`config.mk`:
```
export PLATFORM = sky130hd
export DESIGN_NAME = melody_sequencer
export DESIGN_NICKNAME = d
export VERILOG_FILES = /design/src/rtl/melody_sequencer.sv
export SDC_FILE = /design/constraint.sdc
export NUM_CORES = 1
export LEC_CHECK = 0
export CORE_MARGIN = 2
export CORE_UTILIZATION = 30
export DETAILED_ROUTE_END_ITERATION = 12
export PLACE_DENSITY = 0.46
export SYNTH_ARGS = -nofsm -noshare
export SYNTH_HDL_FRONTEND = slang
export SYNTH_SLANG_ARGS = --single-unit
```
`constraint.sdc`:
```
create_clock -name CLK_50M -period 11.2 [get_ports CLK_50M]
set_input_delay 3.36 -clock CLK_50M [delete_from_list [all_inputs] [get_ports CLK_50M]]
set_output_delay 3.36 -clock CLK_50M [all_outputs]
set_load 0.1 [all_outputs]
```
`src/rtl/melody_sequencer.sv`:
```
// melody_sequencer
//   Autonomous note source for the tone organ. Walks a fixed 16-entry melody
//   ROM at a programmable tempo and drives the organ's Gray-coded note select.
//   The last GAP_CYCLES of every entry are silent, so repeated notes are heard
//   as separate notes.
//
// Ports
//   CLK_50M     in   system clock
//   Reset       in   asynchronous active-low reset
//   play        in   level: 1 = run, 0 = pause/stop
//   restart     in   one-cycle pulse: return to entry 0
//   loop_en     in   1 = wrap to entry 0 after the last entry
//   note_code   out  Gray note select (0000 = silence)
//   step_index  out  current ROM entry
//   playing     out  high while in PLAYING
//   beat_tick   out  one-cycle pulse at each beat boundary while PLAYING
//   song_done   out  one-cycle pulse when the last entry completes
//   fsm_state   out  current FSM state (debug visibility)
//
// Handshake/timing: there is no valid/ready pair. Inputs are sampled on each
// rising clock edge; every output is a register loaded from the next-state
// values, so outputs describe the state entered at that same edge.
module melody_sequencer #(
    parameter int BEAT_DIV   = 12_500_000,
    parameter int GAP_CYCLES = 1_250_000,
    parameter int SONG_LEN   = 16
) (
    input  logic       CLK_50M,
    input  logic       Reset,
    input  logic       play,
    input  logic       restart,
    input  logic       loop_en,
    output logic [3:0] note_code,
    output logic [3:0] step_index,
    output logic       playing,
    output logic       beat_tick,
    output logic       song_done,
    output logic [1:0] fsm_state
);

    localparam logic [1:0] ST_IDLE    = 2'd0;
    localparam logic [1:0] ST_PLAYING = 2'd1;
    localparam logic [1:0] ST_PAUSED  = 2'd2;
    localparam logic [1:0] ST_DONE    = 2'd3;

    localparam logic [31:0] BEAT_LEN  = 32'(BEAT_DIV);
    localparam logic [31:0] GAP_LEN   = 32'(GAP_CYCLES);
    localparam logic [3:0]  LAST_STEP = 4'(SONG_LEN - 1);

    // Each entry: {gray code[3:0], duration in beats[2:0], rest flag}
    localparam logic [7:0] MELODY [16] = '{
        {4'b0001, 3'd1, 1'b0},   // 0  Do
        {4'b0011, 3'd1, 1'b0},   // 1  Re
        {4'b0111, 3'd1, 1'b0},   // 2  Mi
        {4'b0101, 3'd1, 1'b0},   // 3  Fa
        {4'b1101, 3'd1, 1'b0},   // 4  So
        {4'b1111, 3'd1, 1'b0},   // 5  La
        {4'b1011, 3'd1, 1'b0},   // 6  Si
        {4'b1001, 3'd1, 1'b0},   // 7  DO2
        {4'b0000, 3'd2, 1'b1},   // 8  rest
        {4'b1011, 3'd1, 1'b0},   // 9  Si
        {4'b1111, 3'd1, 1'b0},   // 10 La
        {4'b1101, 3'd1, 1'b0},   // 11 So
        {4'b0101, 3'd1, 1'b0},   // 12 Fa
        {4'b0111, 3'd1, 1'b0},   // 13 Mi
        {4'b0011, 3'd1, 1'b0},   // 14 Re
        {4'b0001, 3'd4, 1'b0}    // 15 Do (long final note)
    };

    logic [1:0]  state,    state_n;
    logic [3:0]  step,     step_n;
    logic [31:0] cyc,      cyc_n;
    logic [31:0] beat_cnt, beat_n;
    logic        tick_n;
    logic        done_n;
    logic [3:0]  code_n;

    logic [31:0] cur_len;
    logic [31:0] nxt_len;
    logic [7:0]  cur_entry;
    logic [7:0]  nxt_entry;

    assign cur_entry = MELODY[step];
    assign nxt_entry = MELODY[step_n];
    assign cur_len   = 32'(cur_entry[3:1]) * BEAT_LEN;
    assign nxt_len   = 32'(nxt_entry[3:1]) * BEAT_LEN;

    assign fsm_state = state;

    always_comb begin
        state_n = state;
        step_n  = step;
        cyc_n   = cyc;
        beat_n  = beat_cnt;
        tick_n  = 1'b0;
        done_n  = 1'b0;

        if (restart) begin
            // Restart beats pause and end-of-entry: no advance, no song_done.
            step_n  = 4'd0;
            cyc_n   = 32'd0;
            beat_n  = 32'd0;
            state_n = play ? ST_PLAYING : ST_IDLE;
        end else begin
            case (state)
                ST_IDLE: begin
                    if (play) begin
                        state_n = ST_PLAYING;
                        step_n  = 4'd0;
                        cyc_n   = 32'd0;
                        beat_n  = 32'd0;
                    end
                end
                ST_PLAYING: begin
                    if (!play) begin
                        // Counters hold; an end-of-entry advance is deferred
                        // until play returns.
                        state_n = ST_PAUSED;
                    end else begin
                        if (beat_cnt == BEAT_LEN - 32'd1) begin
                            beat_n = 32'd0;
                            tick_n = 1'b1;
                        end else begin
                            beat_n = beat_cnt + 32'd1;
                        end

                        if (cyc == cur_len - 32'd1) begin
                            cyc_n = 32'd0;
                            if (step == LAST_STEP) begin
                                done_n = 1'b1;
                                if (loop_en) begin
                                    step_n = 4'd0;
                                end else begin
                                    state_n = ST_DONE;
                                end
                            end else begin
                                step_n = step + 4'd1;
                            end
                        end else begin
                            cyc_n = cyc + 32'd1;
                        end
                    end
                end
                ST_PAUSED: begin
                    if (play) begin
                        state_n = ST_PLAYING;
                    end
                end
                ST_DONE: begin
                    // Replay needs play to fall first.
                    if (!play) begin
                        state_n = ST_IDLE;
                        step_n  = 4'd0;
                        cyc_n   = 32'd0;
                        beat_n  = 32'd0;
                    end
                end
                default: begin
                    state_n = ST_IDLE;
                    step_n  = 4'd0;
                    cyc_n   = 32'd0;
                    beat_n  = 32'd0;
                end
            endcase
        end
    end

    // Sound only while playing a non-rest entry outside its trailing gap.
    always_comb begin
        code_n = 4'b0000;
        if (state_n == ST_PLAYING && !nxt_entry[0] && cyc_n < nxt_len - GAP_LEN) begin
            code_n = nxt_entry[7:4];
        end
    end

    always_ff @(posedge CLK_50M or negedge Reset) begin
        if (!Reset) begin
            state      <= ST_IDLE;
            step       <= 4'd0;
            cyc        <= 32'd0;
            beat_cnt   <= 32'd0;
            note_code  <= 4'b0000;
            step_index <= 4'd0;
            playing    <= 1'b0;
            beat_tick  <= 1'b0;
            song_done  <= 1'b0;
        end else begin
            state      <= state_n;
            step       <= step_n;
            cyc        <= cyc_n;
            beat_cnt   <= beat_n;
            note_code  <= code_n;
            step_index <= step_n;
            playing    <= (state_n == ST_PLAYING);
            beat_tick  <= tick_n;
            song_done  <= done_n;
        end
    end

endmodule

```
==> impl_metrics.py, run 1 <==
metrics = {
    "run_status": {
        "status": "completed",
    },
    "run": {
        "maxCapViolations": 0,
    },
    "synthesis": {
        "yosysTopAreaCell": "dfrtp_1",
        "synthArstFlopShare": 1.00,
        "synthesis.nets": 1019,
        "synth_cells": 950,
        "synth_cell_type_count": 92,
        "syn_avg_cell_area_sq_um": 7.94,
        "synth_commonest_cells": "98 x nor2_1, 89 x nand2_1, 77 x dfrtp_1",
        "yosys.cell_count.top_type": "nor2_1",
        "synth_seq_cells": 77,
        "synth_top_area_share": 0.255,
        "netlist_area_sq_um": 7540,
        "ys.flop_type": "dfrtp_1",
        "synth-edff-count": 0,
        "ys_warn_count": 0,
        "synth-seq-area-share": 0.255,
        "synth_area_leaders": "dfrtp_1 26%, ha_1 9.6%, nor2_1 4.9%",
    },
    "detailed_routing": {
        "via_count": 7189,
        "drt_wl_total_um": 23200,
        "drt-initial-drc-count": 369,
        "ant_nets": 0,
        "drc": 0,
        "wl_per_cell_um": 17.3,
        "dr.pass1.iters": 5,
        "vias_per_cell": 5.35,
    },
    "power_and_ir_drop": {
        "p_total_uw": 639,
        "power_density_nw_per_um2": 71.2,
        "ir_worst_vdd_v": 0.0000639,
        "leakagePower_uw": 0.00378,
    },
    "floorplanning": {
        "fp.dieW_um": 163,
        "die_h_um": 163,
        "initial_core_util": 0.302,
        "num_io_pins": 18,
        "core_sq_um": 25000,
        "rows": 58,
        "die_area_sq_um": 26400,
    },
    "worst_setup_path": {
        "crit_type": "reg2reg",
        "critPathMaxFanout": 5,
        "required_ns": 11.48,
        "start_kind": "register",
        "endpoint_kind": "register",
        "critical-path-max-stage-delay_ns": 0.60,
        "path_buf_inv": 9,
        "cp_data_arrival_time_ns": 10.83,
        "critPathTopFamily": "compound AO/OA/AOI/OAI gates",
        "slowest_stage": "fa_1",
        "cp_common_cell": "inv_1",
    },
    "clock_network": {
        "clk_latency_ns": 0.35,
        "cts-root-buf": "clkbuf_16",
        "cts_buffers": 9,
        "clkTransAtPathRegs_ns": 0.07,
        "hold_buffers": 0,
        "clock-sinks": 77,
        "cts_tree": "yes",
        "cts_buffer_depth": 2,
        "htree_levels": 3,
    },
    "timing": {
        "worst-slew-pin-transition_ns": 1.04,
        "fmax_ghz": 0.0948,
        "final_max_slew_viol_count": 0,
        "period_share": 0.942,
        "timing.hold.ws_ns": 0.500,
        "clock_skew_ns": 0.0142,
        "hold_violations": 0,
        "max-slew-margin-rel": 0.302,
        "tns_ns": 0,
        "setup_viol": 0,
        "period_needed_ns": 10.55,
    },
    "place": {
        "place_hpwl_um": 17700,
        "placed_area_sq_um": 8380,
        "gp_congestion": 0.870,
        "portBuffers": 17,
    },
    "global_routing": {
        "busiest_layer": "met2",
        "antenna_found_initial": 0,
        "grt_pass1_wl_um": 37300,
        "overflow": 0,
        "grt_max_degree": 78,
        "track_usage": 0.179,
        "grt_use_met2": 0.281,
        "met3_usage": 0.0257,
        "grt_pass1_vias": 6814,
        "grt_util_met1": 0.258,
    },
    "final_layout": {
        "drive_gt1_frac": 0.158,
        "n_antenna_cell": 0,
        "final_area_sq_um": 8980,
        "final_util": 0.360,
        "area_growth_pct": 19.0,
        "nets": 1077,
    },
    "worst_hold_path": {
        "hp-class": "reg2reg",
    },
}
sequential cells by signal, indices dropped and copies added (netlist names):
| name | flops |
|---|---|
| note_code | 4 |
| beat_tick | 1 |
| fsm_state | 2 |
| beat_cnt | 32 |
| song_done | 1 |
| cyc | 32 |
| step | 4 |
| playing | 1 |
layout by cell type, fill, tap and decap left out, types with 36 or more instances in the layout:
cell	synthesis	layout
o21ai_0	68	59
nand3_1	49	48
buf_4	3	71
nor2_1	98	97
a21oi_1	56	55
inv_1	42	41
xnor2_1	38	36
ha_1	58	52
dfrtp_1	77	74
nand2_1	89	88
metal layers:
| metal | share of wire | wire length (um) | up-vias |
|---|---|---|---|
| li1 | - | - | 3576 |
| met1 | 0.50 | 11600 | 3450 |
| met2 | 0.45 | 10500 | 144 |
| met3 | 0.035 | 822 | 19 |
| met4 | 0.014 | 335 | 0 |
| met5 | 0 | 0 | - |
power breakdown:
group | total (uW) | switching (uW) | internal [uW]
clock network | 310 | 134 | 176
logic | 47.2 | 35.5 | 11.7
registers | 281 | 1.73 | 279
total | 639 | 171 | 467
worst reg2reg max path: cells and delay by family (launching register included):
family | cells | cell delay (ns)
buf+inv | 9 | 1.02
flops | 1 | 0.45
fa+ha+maj | 9 | 3.06
mux | 1 | 0.20
xor+xnor | 1 | 0.18
compound gates | 21 | 3.60
simple gates | 12 | 1.97
cell families (layout without fill, tap and decap cells):
| family | count (synthesis) | count (layout) | synth area share |
|---|---|---|---|
| flops | 77 | 77 | 0.255 |
| mux | 6 | 6 | 0.00895 |
| xor+xnor | 66 | 66 | 0.0796 |
| compound gates | 235 | 235 | 0.209 |
| buf+inv | 84 | 147 | 0.0448 |
| fa+ha+maj | 64 | 64 | 0.112 |
| simple gates | 418 | 418 | 0.290 |
through the flow:
step	setup slack [ns]	instances
2_1_floorplan	0.0820	950
4_1_cts	0.0426	1328
6_report	0.650	1343
5_1_grt	-0.0912	1343
3_3_place_gp	0.237	1312
3_5_place_dp	0.0268	1312
what timing repair did:
action | 4_1_cts | 5_1_grt
setup endpoints to repair | 2 | 4
setup buffers | 0 | 15
resized for setup | 2 | 48
pin swaps | 0 | 23
endpoints found under the hold margin | 0 | 0
gates cloned | 0 | 0
area by class of cell:
class | instances | area (sq um)
clock inverter | 7 | 81.3
inverter | 43 | 161
fill | 2648 | 16000
clock buffer | 9 | 225
tap | 330 | 413
sequential | 77 | 1930
multi-input combinational | 789 | 5460
timing repair buffer | 88 | 704
worst paths after layout:
path / startpoint / endpoint / slack, ns / cells past startpoint
max: step[0] / note_code[2] / 0.65 / 53
min: beat_cnt[2] / beat_cnt[2] / 0.50 / 1
max reg2reg: step[0] / note_code[2] / 0.65 / 53
min reg2reg: beat_cnt[2] / beat_cnt[2] / 0.50 / 1
max in group asynchronous: Reset / step[2] / 7.29 / 1
min in group asynchronous: Reset / song_done / 3.16 / 1
Power figures use the tool's default switching activity.
==> run 2, diff against run 1 <==
--- a/config.mk
+++ b/config.mk
@@ -5,8 +5,10 @@
 export SDC_FILE = /design/constraint.sdc
 export NUM_CORES = 1
 export LEC_CHECK = 0
+export ABC_CLOCK_PERIOD_IN_PS = 9300
 export CORE_MARGIN = 2
 export CORE_UTILIZATION = 30
+export CTS_CLUSTER_DIAMETER = 120
 export DETAILED_ROUTE_END_ITERATION = 12
 export PLACE_DENSITY = 0.46
 export SYNTH_ARGS = -nofsm -noshare
==> constraint.sdc (replaced) <==
create_clock -name CLK_50M -period 9.3 [get_ports CLK_50M]
set_input_delay 2.79 -clock CLK_50M [delete_from_list [all_inputs] [get_ports CLK_50M]]
set_output_delay 2.79 -clock CLK_50M [all_outputs]
set_load 0.1 [all_outputs]
==> impl_metrics.py, run 2 (synthesis results as in run 1) <==
metrics = {
    "run_status": {
        "status": "complete, but fails checks",
        "violations": "setup timing",
    },
    "power_and_ir_drop": {
        "sequentialPowerShare": 0.434,
        "power_frac_clock": 0.489,
        "ir_worst_vdd_v": 0.0000756,
        "p_int_uw": 577,
        "p_total_uw": 779,
        "switchingPower_uw": 202,
        "share_comb_of_total_power": 0.077,
        "power_density_nw_per_um2": 76.3,
        "leakagePower_uw": 0.00449,
        "p_sw_frac": 0.260,
    },
    "clock_network": {
        "cts-root-buf": "clkbuf_16",
        "cts_tree": "yes",
        "clk_latency_ns": 0.35,
        "htree_levels": 3,
        "cts_buffer_depth": 2,
        "clkTransAtPathRegs_ns": 0.07,
        "clock-sinks": 77,
        "cts_buffers": 9,
    },
    "final_layout": {
        "drive_gt1_frac": 0.283,
        "fillers": 2591,
        "fin_cells": 1488,
        "multiInputGateArea_sq_um": 5560,
        "area_growth_pct": 35.3,
        "seq_area_sq_um": 1940,
        "n_antenna_cell": 0,
        "reg_top3": "beat_cnt: 32 flops, cyc: 32 flops",
        "final_common_cell": "buf_4",
        "most-common-layout-cells": "215 x buf_4, 96 x nor2_1, 87 x nand2_1",
        "nets": 1222,
    },
    "detailed_routing": {
        "drc": 0,
        "drt_wl_total_um": 24400,
        "drt-initial-drc-count": 294,
        "wl_per_cell_um": 16.4,
        "vias_per_cell": 5.10,
        "dr.pass1.iters": 5,
        "via_count": 7586,
        "ant_nets": 0,
    },
    "global_routing": {
        "track_usage": 0.190,
        "grt_pass1_wl_um": 39800,
        "grt_pass1_vias": 7491,
        "overflow": 0,
        "antenna_found_initial": 0,
        "grt_max_degree": 78,
    },
    "worst_setup_path": {
        "cp_data_arrival_time_ns": 10.49,
        "critPathTopFamily": "compound AO/OA/AOI/OAI gates",
        "endpoint_kind": "register",
        "critical-path-max-stage-delay_ns": 0.58,
        "start_kind": "register",
        "crit_type": "reg2reg",
        "r2r_slack_ns": -0.91,
        "path_buf_inv": 8,
        "r2r-end": "note_code[2]",
        "critPathMaxFanout": 5,
        "r2r_cells": 55,
        "r2r_start": "step[1]",
        "required_ns": 9.58,
        "slowest_stage": "fa_2",
    },
    "worst_hold_path": {
        "hp-class": "reg2reg",
        "hp-start": "beat_cnt[2]",
        "hold_path_depth": 1,
        "hold_end": "beat_cnt[2]",
    },
    "floorplanning": {
        "die_h_um": 163,
        "core_sq_um": 25000,
        "fp.dieW_um": 163,
        "initial_core_util": 0.302,
        "die_area_sq_um": 26400,
        "rows": 58,
        "num_io_pins": 18,
    },
    "timing": {
        "setup_viol": 4,
        "final_max_slew_viol_count": 0,
        "hold_violations": 0,
        "fmax_ghz": 0.0979,
        "layout_setup_ws_ns": -0.913,
        "period_needed_ns": 10.21,
        "clock_skew_ns": 0.00855,
        "grt_setup_unrepaired": "yes",
        "period_share": 1.10,
        "worst-slew-pin-transition_ns": 1.14,
        "max-slew-margin-rel": 0.236,
        "tns_ns": -3.36,
    },
    "place": {
        "place_hpwl_um": 19300,
        "gp_congestion": 0.868,
        "dp.cells": 1453,
        "portBuffers": 17,
    },
    "run": {
        "maxCapViolations": 0,
    },
}
-- run 2: cell count changes in the layout (fill, tap and decap cells not counted), sizes merged --
cell / delta
buf: +145
clkbuf: +3
clkinv: -2
clkinvlp: +2
inv: -3
-- run 2: worst max-delay path by stage --
stage                 start           end  slack (ns)  cells after the start
detailed placement  step[1]  note_code[2]       -1.17                     54
floorplan           step[0]  note_code[2]       -0.87                     55
CTS                 step[1]  note_code[2]       -0.86                     53
finish              step[1]  note_code[2]       -0.91                     55
global route        step[0]  note_code[2]       -1.70                     55
global placement    step[1]  note_code[2]       -1.09                     54
-- run 2: area by class of cell --
type | instances | area share
clock buffers | 12 | 0.0251
clock inverters | 4 | 0.00539
inverters | 43 | 0.0167
multi-input cells | 789 | 0.545
flip-flops and latches | 77 | 0.190
well taps | 330 | 0.0404
repair buffers | 233 | 0.178
-- run 2: power by group through the flow --
stage               registers (uW)  logic (uW)  clock network, uW
floorplan                      351        24.6                  0
global placement               345        60.8                  0
detailed placement             345        60.3                  0
CTS                            338        60.6                391
global route                   338        65.6                406
finish                         338        60.0                381
-- run 2: metal layers --
layer | GRT usage | vias to the layer above | part of all wire
met2 | 0.322 | 108 | 0.48
li1 | - | 3867 | -
met3 | 0.0186 | 30 | 0.018
met4 | 0.0595 | 0 | 0.023
met5 | 0 | - | 0
met1 | 0.255 | 3581 | 0.48
-- run 2: metrics by stage --
| stage | cell area, sq um | hold slack [ns] | utilization | setup WS (ns) |
|---|---|---|---|---|
| 4_1_cts | 10100 | 0.500 | 0.403 | -0.863 |
| 3_5_place_dp | 9600 | 0.491 | 0.385 | -1.17 |
| 5_1_grt | 10200 | 0.538 | 0.409 | -1.70 |
| 2_1_floorplan | 7710 | 0.456 | - | -0.871 |
| 6_report | 10200 | 0.496 | 0.409 | -0.913 |
| 3_3_place_gp | 9600 | 0.502 | 0.385 | -1.09 |
-- run 2: what timing repair did --
item,CTS,global route
hold buffers,0,0
resized for setup,17,18
endpoints found under the setup margin,4,4
endpoints found under the hold margin,0,0
setup buffers,10,9
pin swaps,25,16
==> run 3, diff against run 2 <==
--- a/config.mk
+++ b/config.mk
@@ -5,9 +5,11 @@
 export SDC_FILE = /design/constraint.sdc
 export NUM_CORES = 1
 export LEC_CHECK = 0
+export ABC_AREA = 1
 export ABC_CLOCK_PERIOD_IN_PS = 9300
 export CORE_MARGIN = 2
 export CORE_UTILIZATION = 30
+export CTS_BUF_LIST = sky130_fd_sc_hd__clkbuf_16
 export CTS_CLUSTER_DIAMETER = 120
 export DETAILED_ROUTE_END_ITERATION = 12
 export PLACE_DENSITY = 0.46
==> impl_metrics.py, run 3 <==
metrics = {
    "run_status": {
        "status": "completed",
    },
    "worst_setup_path": {
        "cp_data_arrival_time_ns": 9.23,
        "worstSetupStartpoint": "step[1]",
        "critical-path-max-stage-delay_ns": 0.62,
        "crit_type": "reg2reg",
        "r2r_slack_ns": 0.35,
        "endpoint_kind": "register",
        "slowest_stage": "fa_2",
        "start_kind": "register",
        "r2r_start": "step[1]",
        "critPathMaxFanout": 5,
        "required_ns": 9.58,
        "cp_common_cell": "nand2_2",
    },
    "floorplanning": {
        "die_area_sq_um": 28800,
        "die_h_um": 170,
        "fp.dieW_um": 170,
        "initial_core_util": 0.306,
        "rows": 60,
        "core_sq_um": 27000,
        "num_io_pins": 18,
    },
    "synthesis": {
        "synth_cells": 1298,
        "netlist_area_sq_um": 8240,
        "yosysTopAreaCell": "dfrtp_1",
        "yosys.cell_count.top_type": "nand2_1",
        "ys.flop_type": "dfrtp_1",
        "syn_avg_cell_area_sq_um": 6.35,
        "synth-seq-area-share": 0.234,
        "ys_warn_count": 0,
        "synth_commonest_cells": "321 x nand2_1, 187 x inv_1, 113 x nor2_1",
        "synth_cell_type_count": 44,
        "synthesis.nets": 1367,
        "synth_top_area_share": 0.234,
        "synth_seq_cells": 77,
        "synth-edff-count": 0,
        "synthArstFlopShare": 1.00,
        "synth_area_leaders": "dfrtp_1 23%, nand2_1 15%, ha_1 8.8%",
    },
    "detailed_routing": {
        "via_count": 8800,
        "ant_nets": 0,
        "drt_wl_total_um": 28000,
        "wl_per_cell_um": 16.2,
        "vias_per_cell": 5.09,
        "drc": 0,
        "drt-initial-drc-count": 598,
        "dr.pass1.iters": 7,
    },
    "timing": {
        "clock_skew_ns": 0.00941,
        "grt_setup_unrepaired": "yes",
        "fmax_ghz": 0.112,
        "period_needed_ns": 8.95,
        "tns_ns": 0,
        "period_share": 0.962,
        "setup_viol": 0,
        "final_max_slew_viol_count": 0,
        "max-slew-margin-rel": 0.329,
        "hold_violations": 0,
        "worst-slew-pin-transition_ns": 1.00,
    },
    "worst_hold_path": {
        "hp-start": "beat_cnt[25]",
        "hp-class": "reg2reg",
    },
    "place": {
        "place_hpwl_um": 22000,
        "dp.cells": 1701,
        "portBuffers": 17,
        "placed_area_sq_um": 9300,
        "gp_congestion": 0.911,
    },
    "clock_network": {
        "htree_levels": 3,
        "cts-root-buf": "clkbuf_16",
        "clock-sinks": 77,
        "clkTransAtPathRegs_ns": 0.07,
        "cts_tree": "yes",
        "cts_buffers": 9,
        "cts_buffer_depth": 2,
        "clk_latency_ns": 0.35,
    },
    "final_layout": {
        "n_antenna_cell": 0,
        "fin_cells": 1730,
        "nets": 1454,
        "reg_top3": "beat_cnt: 32 flops, cyc: 32 flops",
        "final_common_cell": "nand2_1",
        "fillers": 2890,
        "area_growth_pct": 25.0,
        "final_util": 0.382,
        "most-common-layout-cells": "285 x nand2_1, 175 x inv_1, 96 x nor2_1",
        "drive_gt1_frac": 0.200,
        "final_area_sq_um": 10300,
    },
    "global_routing": {
        "overflow": 0,
        "grt_pass1_vias": 8465,
        "antenna_found_initial": 0,
        "grt_pass1_wl_um": 45300,
        "grt_max_degree": 52,
        "track_usage": 0.198,
    },
    "power_and_ir_drop": {
        "share_comb_of_total_power": 0.183,
        "leakagePower_uw": 0.00463,
        "ir_worst_vdd_v": 0.0000788,
        "p_sw_frac": 0.311,
        "p_total_uw": 919,
        "switchingPower_uw": 286,
        "p_int_uw": 632,
        "power_frac_clock": 0.435,
        "power_density_nw_per_um2": 89.1,
        "sequentialPowerShare": 0.382,
    },
    "run": {
        "maxCapViolations": 0,
    },
}
-- run 3: cell families after synthesis --
kind of cell               share of synthesized area
and+or+nand+nor                                0.379
buffers and inverters                          0.103
AOI/OAI and AO/OA                              0.131
DFF                                            0.234
adders and majority gates                      0.103
xor gates and xnor gates                      0.0510
-- run 3: per-layer routing --
layer,track usage,up-vias,part of all wire
met2,0.329,189,0.47
met1,0.273,4094,0.48
met3,0.0215,34,0.036
met5,0,-,0
met4,0.0561,0,0.022
li1,-,4483,-
-- run 3: worst max-delay path, delay by kind of cell (launching register included) --
kind / cells / cell delay (ns)
adder cells (fa/ha/maj): 10 / 3.08
buffers and inverters: 12 / 0.87
flip-flops: 1 / 0.45
XOR/XNOR: 1 / 0.15
AND/OR/NAND/NOR: 35 / 3.55
AO/OA/AOI/OAI: 5 / 0.75
-- run 3: repair_timing --
| action | in CTS | in global routing |
|---|---|---|
| hold buffers | 0 | 0 |
| resized for setup | 6 | 144 |
| pin swaps | 1 | 66 |
| setup buffers | 1 | 14 |
| endpoints found under the setup margin | 4 | 4 |
-- run 3: path summary, 6_finish.rpt --
path	end	cells after the start
setup / recovery	note_code[1]	63
hold / removal	beat_tick	3
setup reg to reg	note_code[1]	63
hold reg to reg	beat_tick	3
max in group asynchronous	step[3]	2
min in group asynchronous	beat_cnt[13]	1
-- run 3: layout make-up --
type	count	area, sq um	share of cell area
multi-input cells	998	6040	0.586
flip-flops and latches	77	1930	0.187
repair buffers	105	852	0.0827
inverters	194	736	0.0714
well taps	341	427	0.0414
clock buffers	9	225	0.0219
clock inverters	6	96.3	0.00935
-- run 3: through the flow --
step	hold slack, ns	worst slack, ns
3_5_place_dp	0.548	-0.0638
4_1_cts	0.570	0.0156
2_1_floorplan	0.501	0.0683
3_3_place_gp	0.550	0.0191
5_1_grt	0.612	-0.318
6_report	0.550	0.355
-- run 3: power by group through the flow --
stage | registers, uW | clock network [uW] | logic (uW)
6_report | 351 | 400 | 168
5_1_grt | 352 | 427 | 188
4_1_cts | 350 | 414 | 157
3_5_place_dp | 357 | 0 | 156
3_3_place_gp | 357 | 0 | 156
2_1_floorplan | 367 | 0 | 87.0
